===== config.mk =====
export PLATFORM = sky130hd
export DESIGN_NAME = mem_port_arbiter
export DESIGN_NICKNAME = d
export VERILOG_FILES = /design/src/rtl/mem_arb_pkg.sv /design/src/rtl/resp_tag_pipe.sv /design/src/rtl/mem_port_arbiter.sv
export SDC_FILE = /design/constraint.sdc
export NUM_CORES = 1
export LEC_CHECK = 0
export CAP_MARGIN = 20
export CORE_AREA = 8 8 99 101
export DETAILED_ROUTE_END_ITERATION = 8
export DIE_AREA = 0 0 107 109
export PLACE_DENSITY_LB_ADDON = 0.15
export SYNTH_ARGS = -nofsm -noshare
export SYNTH_HDL_FRONTEND = slang
export SYNTH_HIERARCHICAL = 1
export SYNTH_SLANG_ARGS = --single-unit

===== constraint.sdc =====
create_clock -name clk -period 3 [get_ports clk]
set_input_delay 0.3 -clock clk [delete_from_list [all_inputs] [get_ports clk]]
set_output_delay 0.3 -clock clk [all_outputs]
set_load 0.02 [all_outputs]

===== src/rtl/mem_arb_pkg.sv =====
// Shared types for the fetch/data SRAM port arbiter: requester identity and
// the in-flight response tag carried alongside each SRAM access.
package mem_arb_pkg;

  localparam int MEM_LATENCY_MAX = 4;

  typedef enum logic {
    OWN_INST = 1'b0,
    OWN_DATA = 1'b1
  } owner_e;

  typedef struct packed {
    logic   valid;
    owner_e owner;
    logic   is_write;
  } tag_t;

  localparam tag_t TAG_IDLE = '{valid: 1'b0, owner: OWN_INST, is_write: 1'b0};

endpackage


===== src/rtl/resp_tag_pipe.sv =====
// Fixed-depth shift register of response tags; the last stage lines up with
// the SRAM read data returning DEPTH cycles after the access was issued.
module resp_tag_pipe
  import mem_arb_pkg::*;
#(
  parameter int DEPTH = 1
) (
  input  logic clk,
  input  logic i_clear,
  input  tag_t i_tag,
  output tag_t o_tag
);

  tag_t r_stage [DEPTH];

  // NOTE: the tag stages are cleared on reset even though they form a small
  // memory; a stale valid bit would surface as a phantom response later.
  always_ff @(posedge clk) begin
    if (i_clear) begin
      for (int i = 0; i < DEPTH; i++) begin
        r_stage[i] <= TAG_IDLE;
      end
    end else begin
      // NOTE: non-blocking assignments make every stage take its neighbour's
      // pre-edge value, so the loop order does not matter.
      r_stage[0] <= i_tag;
      for (int i = 1; i < DEPTH; i++) begin
        r_stage[i] <= r_stage[i-1];
      end
    end
  end

  assign o_tag = r_stage[DEPTH-1];

endmodule


===== src/rtl/mem_port_arbiter.sv =====
// Single-port SRAM arbiter between fetch (read-only) and data (read/write).
// Define ARB_STARVE_GUARD_EN to force a fetch grant after STARVE_MAX losses.
module mem_port_arbiter
  import mem_arb_pkg::*;
#(
  parameter int MEM_LATENCY = 1,
  parameter int STARVE_MAX  = 4
) (
  input  logic        clk,
  input  logic        reset,
  input  logic        inst_req,
  input  logic [31:0] inst_addr,
  output logic        inst_gnt,
  output logic        inst_rvalid,
  output logic [31:0] inst_rdata,
  input  logic        data_req,
  input  logic [3:0]  data_wen,
  input  logic [31:0] data_addr,
  input  logic [31:0] data_wdata,
  output logic        data_gnt,
  output logic        data_rvalid,
  output logic [31:0] data_rdata,
  output logic        mem_en,
  output logic [3:0]  mem_wen,
  output logic [31:0] mem_addr,
  output logic [31:0] mem_wdata,
  input  logic [31:0] mem_rdata
);

  logic w_inst_win;
  logic w_data_win;
  logic w_starve_fire;
  tag_t w_tag_in;
  tag_t w_resp_tag;

`ifdef ARB_STARVE_GUARD_EN
  localparam int                CNT_W   = $clog2(STARVE_MAX + 1);
  localparam logic [CNT_W-1:0]  CNT_MAX = CNT_W'(STARVE_MAX);

  logic [CNT_W-1:0] r_starve_cnt;

  assign w_starve_fire = (r_starve_cnt == CNT_MAX);

  // Counts consecutive cycles in which fetch was waiting and data took the port.
  always_ff @(posedge clk) begin
    if (reset) begin
      r_starve_cnt <= '0;
    end else if (!inst_req || w_inst_win) begin
      r_starve_cnt <= '0;
    end else if (w_data_win && (r_starve_cnt != CNT_MAX)) begin
      r_starve_cnt <= r_starve_cnt + 1'b1;
    end
  end
`else
  // Strict data priority; STARVE_MAX is at least 1, so this is constant 0.
  assign w_starve_fire = (STARVE_MAX == 0);
`endif

  // NOTE: every output of this block gets a default first, so no path through
  // the if/else can leave a signal unassigned and infer a latch.
  always_comb begin
    w_inst_win = 1'b0;
    w_data_win = 1'b0;
    mem_en     = 1'b0;
    mem_wen    = 4'b0;
    mem_addr   = 32'b0;
    mem_wdata  = 32'b0;
    w_tag_in   = TAG_IDLE;

    if (!reset) begin
      w_inst_win = inst_req && (!data_req || w_starve_fire);
      w_data_win = data_req && !w_inst_win;
    end

    if (w_inst_win) begin
      mem_en         = 1'b1;
      mem_addr       = inst_addr;
      w_tag_in.valid = 1'b1;
      w_tag_in.owner = OWN_INST;
    end else if (w_data_win) begin
      mem_en            = 1'b1;
      mem_wen           = data_wen;
      mem_addr          = data_addr;
      mem_wdata         = data_wdata;
      w_tag_in.valid    = 1'b1;
      w_tag_in.owner    = OWN_DATA;
      w_tag_in.is_write = |data_wen;
    end
  end

  assign inst_gnt = w_inst_win;
  assign data_gnt = w_data_win;

  resp_tag_pipe #(
    .DEPTH (MEM_LATENCY)
  ) u_resp_tag_pipe (
    .clk     (clk),
    .i_clear (reset),
    .i_tag   (w_tag_in),
    .o_tag   (w_resp_tag)
  );

  // The pipe clears on the edge ending reset, so gate responses during it too.
  always_comb begin
    inst_rvalid = 1'b0;
    inst_rdata  = 32'b0;
    data_rvalid = 1'b0;
    data_rdata  = 32'b0;
    if (!reset && w_resp_tag.valid) begin
      if (w_resp_tag.owner == OWN_INST) begin
        inst_rvalid = 1'b1;
        inst_rdata  = mem_rdata;
      end else begin
        data_rvalid = 1'b1;
        if (!w_resp_tag.is_write) begin
          data_rdata = mem_rdata;
        end
      end
    end
  end

endmodule


* Word level (Yosys, flattened, before mapping)
Memory sizes are Yosys's and may differ from the RTL's.
Index checks and enable logic that the tools add are counted.
** Word-level totals
- Output and inout port bits :: 137
- Memories kept :: 1
- Logic and storage cells :: 36
- Bits in registers :: 0
- Input port bits :: 136
- Bits in latches :: 0
- RAM bits :: 3
- Bits in read-only memories :: 0
** Memory list
- u_resp_tag_pipe.r_stage :: depth 1, width 3, read ports 1, clocked after Yosys merged registers in 0, wr ports 1, RTL line resp_tag_pipe.sv:14 : tag_t r_stage [DEPTH];
** Operators by class
- Divide/modulo/power cells :: 0
- Add/sub/neg operators :: 0
- Equality and inequality tests :: 0
- Muxes and demuxes :: 27
- $mul :: 0
- Bitwise logic cells :: 0
- Shift operators :: 0
- Reduce and logical (&&, ||, !) cells :: 8
- $lt $le $gt $ge :: 0
** Operators with widths (count)
- 2-to-1 mux 32 bit :: 9
- 2-to-1 mux 1 bit :: 13
- 2-to-1 mux 4 bit :: 2
- 2-to-1 mux 3 bit :: 2
- OR reduction 4 bit :: 1
- logical AND 1 bit :: 3
- zero test 1 bit :: 3
- OR reduction 3 bit :: 1
- 2-to-1 mux 2 bit :: 1

* Depth between registers and ports, before layout
Gate-level depths: netlist (run 1).
- Depth after elaboration :: 8
- Depth in mapped cells :: 5

* Cells and area by module
The synthesis (run 1) kept the hierarchy.
** By module, submodules not included
- mem_port_arbiter :: times used 1, sequential area each 0.0 um2, cells each 204, area an instance 1128.6 um2
- resp_tag_pipe :: times used 1, sequential area each 60.1 um2, cells each 6, area an instance 78.8 um2

* Least setup slack after synthesis (run 1)
Ideal clock, no wire load.
- Path type :: input -> output
- Start :: input port reset
- End :: output port data_rdata[10]
- Arrival time :: 1.228 ns
- Path slack :: 1.472 ns
- Stages :: 4
- Buffers on the path :: 2
- Cells stage by stage :: or3b_1 buf_2 buf_6 nor2_1
** Between the ends
- Cells in the longest elaborated chain, start to end :: 3
** RTL lines
- from (decl) :: RTL line mem_port_arbiter.sv:10 : input logic reset,
- zero test 1 bit :: RTL line mem_port_arbiter.sv:109 : if (!reset && w_resp_tag.valid) begin
- logical AND 1 bit :: RTL line mem_port_arbiter.sv:109
- 2-to-1 mux 32 bit :: RTL line mem_port_arbiter.sv:109
- to (decl) :: RTL line mem_port_arbiter.sv:22 : output logic [31:0] data_rdata,
Every way passes these cells.

* Final worst setup path (run 1)
- Start :: input port reset
- End :: output port inst_rdata[7]
** Between the ends
- Cells in the longest elaborated chain, start to end :: 3
** RTL lines
- zero test 1 bit :: RTL line mem_port_arbiter.sv:109
- logical AND 1 bit :: RTL line mem_port_arbiter.sv:109
- 2-to-1 mux 32 bit :: RTL line mem_port_arbiter.sv:109
- to (decl) :: RTL line mem_port_arbiter.sv:15 : output logic [31:0] inst_rdata,
Every way passes these cells.

==> results of run 1 <==
[stage by stage]
| step | cells | instance area, sq um |
|---|---|---|
| 6_report | 573 | 4040 |
| 4_1_cts | 573 | 4040 |
| 5_1_grt | 573 | 4040 |
| 2_1_floorplan | 210 | 1210 |
| 3_3_place_gp | 569 | 3990 |
| 3_5_place_dp | 569 | 3990 |
[worst max-delay path, stage by stage]
cell,delay (ns)
clkdlybuf4s50_1,0.45
or2_2,0.56
nor2_1,0.19
clkdlybuf4s50_1,0.65
[kinds of logic (layout without fill, tap and decap cells)]
logic type / Yosys count / count (layout)
and+or+nand+nor: 145 / 145
AOI/OAI and AO/OA: 33 / 33
buffers and inverters: 29 / 284
DFF: 3 / 3
[power by group through the flow]
stage,sequential [mW],combinational [mW],clock (mW)
4_1_cts,0.0431,0.494,0.120
3_3_place_gp,0.0436,0.490,0
2_1_floorplan,0.0429,0.179,0
6_report,0.0430,0.489,0.117
5_1_grt,0.0433,0.519,0.126
3_5_place_dp,0.0436,0.492,0
[routing by layer]
layer	routed length, microns	vias to the layer above
li1	-	1216
met1	3160	1077
met4	62	0
met2	5220	155
met5	0	-
met3	1400	4
[worst min-delay path by stage]
stage,from,end,slack [ns],cells after the start
floorplan,reset,u_resp_tag_pipe/r_stage[0][0],0.37,1
global placement,data_wen[3],u_resp_tag_pipe/r_stage[0][0],1.06,3
detailed placement,data_wen[3],u_resp_tag_pipe/r_stage[0][0],1.03,3
CTS,data_wen[3],u_resp_tag_pipe/r_stage[0][0],0.81,3
global route,data_wen[3],u_resp_tag_pipe/r_stage[0][0],0.84,3
finish,data_wen[3],u_resp_tag_pipe/r_stage[0][0],0.82,3
[placed cells by master, fill, tap and decap left out]
| cell type | instances |
|---|---|
| inv_1 | 1 |
| nor2_1 | 64 |
| nor2b_1 | 4 |
| nor2b_2 | 1 |
| clkinv_1 | 1 |
| or3b_1 | 1 |
| nor2b_4 | 1 |
| clkbuf_1 | 1 |
| dfxtp_1 | 3 |
| a32o_1 | 32 |
| clkdlybuf4s50_1 | 272 |
| nor2_2 | 3 |
| and2_1 | 37 |
| o41a_1 | 1 |
| clkbuf_8 | 3 |
| buf_12 | 1 |
| nand2_1 | 32 |
| buf_4 | 5 |
| and3_1 | 1 |
| or2_2 | 1 |
[cell type report]
cell class | instances | area (sq um) | area share [%]
inverter | 2 | 7.51 | 0.186
timing repair buffer | 278 | 2780 | 68.8
tap | 108 | 135 | 3.35
clock buffer | 4 | 45.0 | 1.12
multi-input combinational | 178 | 1010 | 25.0
sequential | 3 | 60.1 | 1.49
==> flow_metrics.tcl, run 1 <==
set metrics [dict create \
    area_delta_synth_final_pct 235 \
    synth_top_area_share_pct 26.5 \
    ys.warnings.count 6 \
    synth_top_family_by_area "simple AND/OR/NAND/NOR gates" \
    cap_viol_max_count 0 \
    crit_path_end "inst_rdata[7]" \
    grt_max_degree 71 \
    critPathCaptureType "output pin" \
    min_path_type "input port to flop" \
    track_usage_pct 15.0 \
    synthTopCellsByCount "64 x nor2_1, 37 x and2_1, 32 x a32o_1, 32 x nand2_1" \
    die_area_sq_mm 0.0117 \
    ys_types 16 \
    synth_compound_area_share_pct 27.5 \
    synth_enable_flop_cells 0 \
    worst_slack_ns 0.538 \
    synth_top_area_cell "a32o_1" \
    slew_viol_final 0 \
    crit_fanout 33 \
    n_fill_cell 831 \
    htree_levels 1 \
    grtUsageMet2_pct 28.9 \
    max-slew-margin-rel_pct 59.9 \
    largest_reg_flops 3 \
    total_power_uw 649 \
    synth_most_common_cell "nor2_1" \
    required_ns 2.70 \
    cp-start-kind "input port" \
    clk_pin_slew_ns 0.03 \
    cts_buffers 3 \
    coreArea_sq_mm 0.00838 \
    synth.avg_cell_area_sq_um 5.75 \
    ys_seq_area_share_pct 4.97 \
    drt_iter0_markers 79 \
    fin_nets 602 \
    finalCriticalPeriod_ns 2.46 \
    drive_above_1_share_pct 3.23 \
    start_util_pct 14.4 \
    cp-startpoint "reset" \
    die_width_microns 107 \
    cts.path.max_buffers 2 \
    cts_tree "built" \
    syn_nets 346 \
    cts.sinks 3 \
    internal_power_uw 424 \
    synth_adder_area_share_pct 0 \
    netlist_instances 210 \
    dp_hpwl_mm 8.53 \
    synth.mux.area_fraction_pct 0 \
    first_pass_iters 4 \
    power_switching_uw 225 \
    postRouteAntennaNets 0 \
    overflow 0 \
    root_buffer "clkbuf_8" \
    arrival_ns 2.16 \
    period_share_pct 82.1 \
    grt.met1_usage_pct 13.2 \
    ys_top_cells_by_area "a32o_1 27%, nor2_1 20%, and2_1 19%" \
    p_per_area_mw_per_mm2 161 \
    drc 0 \
    holdWs_ns 0.817 \
    grtUsageMet3_pct 8.75 \
    ir_worst_vdd_uv 111 \
    top_usage_layer "met2" \
    synth_area_sq_mm 0.00121 \
    row_count 34 \
    pwr-share-comb_pct 75.3 \
    first_global_vias 2469 \
    p_sw_share_pct 34.6 \
    rsz0062_at_grt "no" \
    p_clk_share_pct 18.0 \
    worst_pin_slew_ns 0.601 \
    port_buffers 272 \
    reg_top3 "u_resp_tag_pipe/r_stage x3" \
    fin_util_pct 48.2 \
    post_cts_buffers 0 \
    place.gp.congestion 0.734 \
    ctsHoldBuffers 0 \
    vias_per_cell 4.28 \
    status "finished clean" \
    io_pins 273 \
    ys.flop_type "dfxtp_1" \
    die_y_microns 109 \
    grt_pass1_wl_mm 13.8 \
    ys_ff_latch 3 \
    fin_tns_setup_ns 0 \
    post_cts_resized 0 \
    finalWirelength_mm 9.84 \
    synthSimpleGateAreaFrac_pct 55.4 \
    vias 2452 \
    path_class "input port to output pin" \
    antenna_found_initial 0 \
    finalSetupViolCount 0 \
    fmax_ghz 0.406 \
    p_leak_nw 1.42 \
    dpl_worst_slack_ns 0.522 \
    async_reset_ff_share_pct 0 \
    wl_per_cell_microns 17.2 \
    regMostFlops "u_resp_tag_pipe/r_stage" \
    hold_viol_final 0 \
    diodes 0 \
    synth_xor_area_share_pct 0 \
    seqPwrFrac_pct 6.6 \
]
Note: power is estimated with default switching activity, not from simulation.
==> run 2, diff against run 1 <==
==> constraint.sdc (replaced) <==
create_clock -name clk -period 2.4 [get_ports clk]
set_input_delay 0.24 -clock clk [delete_from_list [all_inputs] [get_ports clk]]
set_output_delay 0.24 -clock clk [all_outputs]
set_load 0.02 [all_outputs]
==> flow_metrics.tcl, run 2 (same netlist as run 1, synthesis figures left out) <==
set metrics [dict create \
    p_sw_share_pct 34.5 \
    multiInputGateArea_sq_mm 0.00101 \
    worst_pin_slew_ns 0.568 \
    grt_pass1_wl_mm 14.4 \
    first_global_vias 2575 \
    total_power_uw 822 \
    dpl_worst_slack_ns 0.105 \
    period_share_pct 95.0 \
    cap_viol_max_count 0 \
    drive_above_1_share_pct 3.64 \
    wl_per_cell_microns 17.1 \
    hold_viol_final 0 \
    start_util_pct 14.4 \
    diodes 0 \
    regMostFlops "u_resp_tag_pipe/r_stage" \
    root_buffer "clkbuf_8" \
    fin_nets 604 \
    cts_buffers 3 \
    internal_power_uw 538 \
    layout_commonest_cell "clkdlybuf4s50_1" \
    place_area_sq_mm 0.00405 \
    critPathCaptureType "output pin" \
    ctsHoldBuffers 0 \
    post_cts_resized 0 \
    io_pins 273 \
    cp-start-kind "input port" \
    rsz0062_at_grt "no" \
    place_inst 571 \
    status "finished clean" \
    grt_max_degree 44 \
    port_buffers 272 \
    layout_common_cells "272 x clkdlybuf4s50_1, 64 x nor2_1, 37 x and2_1" \
    min_path_type "input port to flop" \
    fmax_ghz 0.438 \
    postRouteAntennaNets 0 \
    dp_hpwl_mm 8.60 \
    required_ns 2.16 \
    seqPwrFrac_pct 6.5 \
    die_area_sq_mm 0.0117 \
    power_switching_uw 283 \
    die_width_microns 107 \
    finalWirelength_mm 9.81 \
    n_fill_cell 839 \
    coreArea_sq_mm 0.00838 \
    die_y_microns 109 \
    slew_viol_final 0 \
    grtUsageMet3_pct 8.98 \
    row_count 34 \
    htree_levels 1 \
    finalSetupViolCount 0 \
    cts_tree "built" \
    first_pass_iters 6 \
    finalCriticalPeriod_ns 2.28 \
    place.gp.congestion 0.758 \
    clk_pin_slew_ns 0.03 \
    area_delta_synth_final_pct 239 \
    antenna_found_initial 0 \
    p_leak_nw 1.44 \
    vias_per_cell 4.21 \
    cts.sinks 3 \
    post_cts_buffers 0 \
    overflow 0 \
    drt_iter0_markers 76 \
    drc 0 \
    reg_top3 "u_resp_tag_pipe/r_stage x3" \
    cts.path.max_buffers 2 \
    grt.met1_usage_pct 14.0 \
    crit_fanout 33 \
    holdWs_ns 0.766 \
    worst_slack_ns 0.119 \
    p_clk_share_pct 17.8 \
    arrival_ns 2.04 \
    largest_reg_flops 3 \
    vias 2421 \
    fin_util_pct 48.8 \
    top_usage_layer "met2" \
    track_usage_pct 15.3 \
    ir_worst_vdd_uv 101 \
    max-slew-margin-rel_pct 62.1 \
    register_area_sq_um 60.1 \
    fin_tns_setup_ns 0 \
    path_class "input port to output pin" \
    grtUsageMet2_pct 29.0 \
    fin_cells 575 \
    pwr-share-comb_pct 75.7 \
    stdcell_area_sq_mm 0.00409 \
    p_per_area_mw_per_mm2 201 \
]
run 2: cell count changes in the layout (fill, tap and decap cells not counted):
| cell | before | now |
|---|---|---|
| buf_12 | 1 | 4 |
| buf_4 | 5 | 4 |
run 2: path summary, 6_finish.rpt:
path  start  slack (ns)                             to  cells past startpoint
max   reset        0.12                  inst_rdata[6]                      4
min   reset        0.77  u_resp_tag_pipe/r_stage[0][2]                      3
run 2: power by group through the flow:
stage          Sequential (mW)  Combinational [mW]  Clock, mW
2_1_floorplan           0.0536               0.224          0
3_3_place_gp            0.0539               0.623          0
3_5_place_dp            0.0539               0.627          0
4_1_cts                 0.0533               0.630      0.150
5_1_grt                 0.0534               0.662      0.155
6_report                0.0532               0.622      0.146
run 2: area by class of cell:
| cell class | count | area share [%] |
|---|---|---|
| Clock buffer | 4 | 1.10 |
| Inverter | 2 | 0.183 |
| Multi-Input combinational cell | 178 | 24.7 |
| Sequential cell | 3 | 1.47 |
| Tap cell | 108 | 3.30 |
| Timing Repair Buffer | 280 | 69.2 |
run 2: worst max-delay path, cell delays in order:
cell,delay [ns]
clkdlybuf4s50_1,0.43
or2_2,0.54
nor2_1,0.19
clkdlybuf4s50_1,0.63
run 2: metal layers:
metal,wire length (microns),vias up
met5,0,-
li1,-,1221
met4,34,0
met3,1350,2
met1,3330,1056
met2,5100,142
==> run 3, diff against run 2 <==
--- a/config.mk
+++ b/config.mk
@@ -7,6 +7,7 @@
 export LEC_CHECK = 0
 export CAP_MARGIN = 20
 export CORE_AREA = 8 8 99 101
+export CTS_BUF_LIST = sky130_fd_sc_hd__clkbuf_16
 export DETAILED_ROUTE_END_ITERATION = 8
 export DIE_AREA = 0 0 107 109
 export PLACE_DENSITY_LB_ADDON = 0.15
==> flow_metrics.tcl, run 3 (same netlist as run 1, synthesis figures left out) <==
set metrics [dict create \
    fin_cells 575 \
    pwr-share-comb_pct 66.4 \
    crit_fanout 33 \
    cts_buffers 3 \
    crit_chain "clkdlybuf4s50_1 -> or2_2 -> nor2_1 -> clkdlybuf4s50_1" \
    post_cts_buffers 0 \
    finalWirelength_mm 9.83 \
    area_delta_synth_final_pct 242 \
    worst_pin_slew_ns 0.568 \
    wl_met1_mm 3.33 \
    htree_levels 1 \
    arrival_ns 2.04 \
    ir_worst_vdd_uv 176 \
    drc 0 \
    cp-startpoint "reset" \
    required_ns 2.16 \
    grt_max_degree 44 \
    reg_top3 "u_resp_tag_pipe/r_stage x3" \
    diodes 0 \
    drive_above_1_share_pct 3.64 \
    port_buffers 272 \
    internal_power_uw 640 \
    regMostFlops "u_resp_tag_pipe/r_stage" \
    fmax_ghz 0.438 \
    cap_viol_max_count 0 \
    p_per_area_mw_per_mm2 227 \
    grt_pass1_wl_mm 14.4 \
    layout_commonest_cell "clkdlybuf4s50_1" \
    vias 2425 \
    wl_per_cell_microns 17.1 \
    largest_reg_flops 3 \
    finalSetupViolCount 0 \
    start_util_pct 14.4 \
    top_layer "met4" \
    crit_path_end "inst_rdata[6]" \
    ctsHoldBuffers 0 \
    hold_viol_final 0 \
    finalCriticalPeriod_ns 2.28 \
    vias_per_cell 4.22 \
    place_inst 571 \
    path_class "input port to output pin" \
    first_global_vias 2574 \
    wl_met2_mm 5.09 \
    postRouteAntennaNets 0 \
    die_area_sq_mm 0.0117 \
    overflow 0 \
    drt_iter0_markers 74 \
    place.gp.congestion 0.758 \
    critPathCaptureType "output pin" \
    critPathMaxStageDelay_ns 0.63 \
    min_path_type "input port to flop" \
    cpMaxStageDelayCell "clkdlybuf4s50_1" \
    max-slew-margin-rel_pct 62.1 \
    routed-wl-met3_mm 1.36 \
    post_cts_resized 0 \
    layout_common_cells "272 x clkdlybuf4s50_1, 64 x nor2_1, 37 x and2_1" \
    cts.path.max_buffers 2 \
    row_count 34 \
    slew_viol_final 0 \
    root_buffer "clkbuf_16" \
    die_y_microns 109 \
    coreArea_sq_mm 0.00838 \
    period_share_pct 95.1 \
    cts_tree "built" \
    seqPwrFrac_pct 5.7 \
    status "finished clean" \
    die_width_microns 107 \
    p_leak_nw 1.46 \
    p_clk_share_pct 28.0 \
    rsz0062_at_grt "no" \
    first_pass_iters 6 \
    clk_pin_slew_ns 0.03 \
    cts.sinks 3 \
    p_sw_share_pct 31.7 \
    dp_hpwl_mm 8.60 \
    fin_tns_setup_ns 0 \
    fin_nets 604 \
    track_usage_pct 15.4 \
    io_pins 273 \
    cp-start-kind "input port" \
    antenna_found_initial 0 \
    power_switching_uw 298 \
    cp_common_cell "clkdlybuf4s50_1" \
]
==> run 3: cell count changes in the layout (fill, tap and decap cells not counted), sizes merged <==
cell    change
clkbuf      -1
inv         +1
==> run 3: per-layer routing <==
metal,track usage [%],up-vias
li1,-,1221
met1,14.1,1055
met2,29.0,145
met3,9.16,4
met4,2.41,0
met5,0,-
==> run 3: final cells by class <==
type                    count  area (sq um)
fillers                   838          4260
repair buffers            280          2830
multi-input cells         178          1010
well taps                 108           135
clock buffers               3          75.1
flip-flops and latches      3          60.1
inverters                   2          7.51
clock inverters             1          3.75
==> run 3: worst max-delay path: cells and delay by family <==
kind / cells / cell delay [ns]
buf+inv: 2 / 1.06
simple gates: 2 / 0.73
==> run 3: metrics by stage <==
step | utilization [%] | setup WS [ns] | total power [mW] | hold slack, ns | area (sq um)
finish | 49.2 | 0.117 | 0.938 | 0.760 | 4130
global route | 49.2 | 0.0321 | 0.986 | 0.792 | 4130
CTS | 49.2 | 0.102 | 0.947 | 0.759 | 4130
detailed placement | 48.3 | 0.105 | 0.681 | 0.984 | 4050
global placement | 48.3 | 0.111 | 0.676 | 0.976 | 4050
floorplan | - | 0.956 | 0.277 | 0.312 | 1210
==> run 3: worst min-delay path by stage <==
stage	slack (ns)	from	cells past startpoint	endpoint
6_report	0.76	reset	3	u_resp_tag_pipe/r_stage[0][2]
5_1_grt	0.79	reset	3	u_resp_tag_pipe/r_stage[0][2]
4_1_cts	0.76	reset	3	u_resp_tag_pipe/r_stage[0][2]
3_5_place_dp	0.98	reset	3	u_resp_tag_pipe/r_stage[0][2]
3_3_place_gp	0.98	reset	3	u_resp_tag_pipe/r_stage[0][0]
2_1_floorplan	0.31	reset	1	u_resp_tag_pipe/r_stage[0][0]
==> run 3: power by group through the flow <==
stage	clock network [mW]	logic (mW)	registers (mW)
global placement	0	0.623	0.0539
CTS	0.264	0.630	0.0533
finish	0.262	0.622	0.0532
global route	0.271	0.662	0.0535
detailed placement	0	0.627	0.0539
floorplan	0	0.224	0.0536
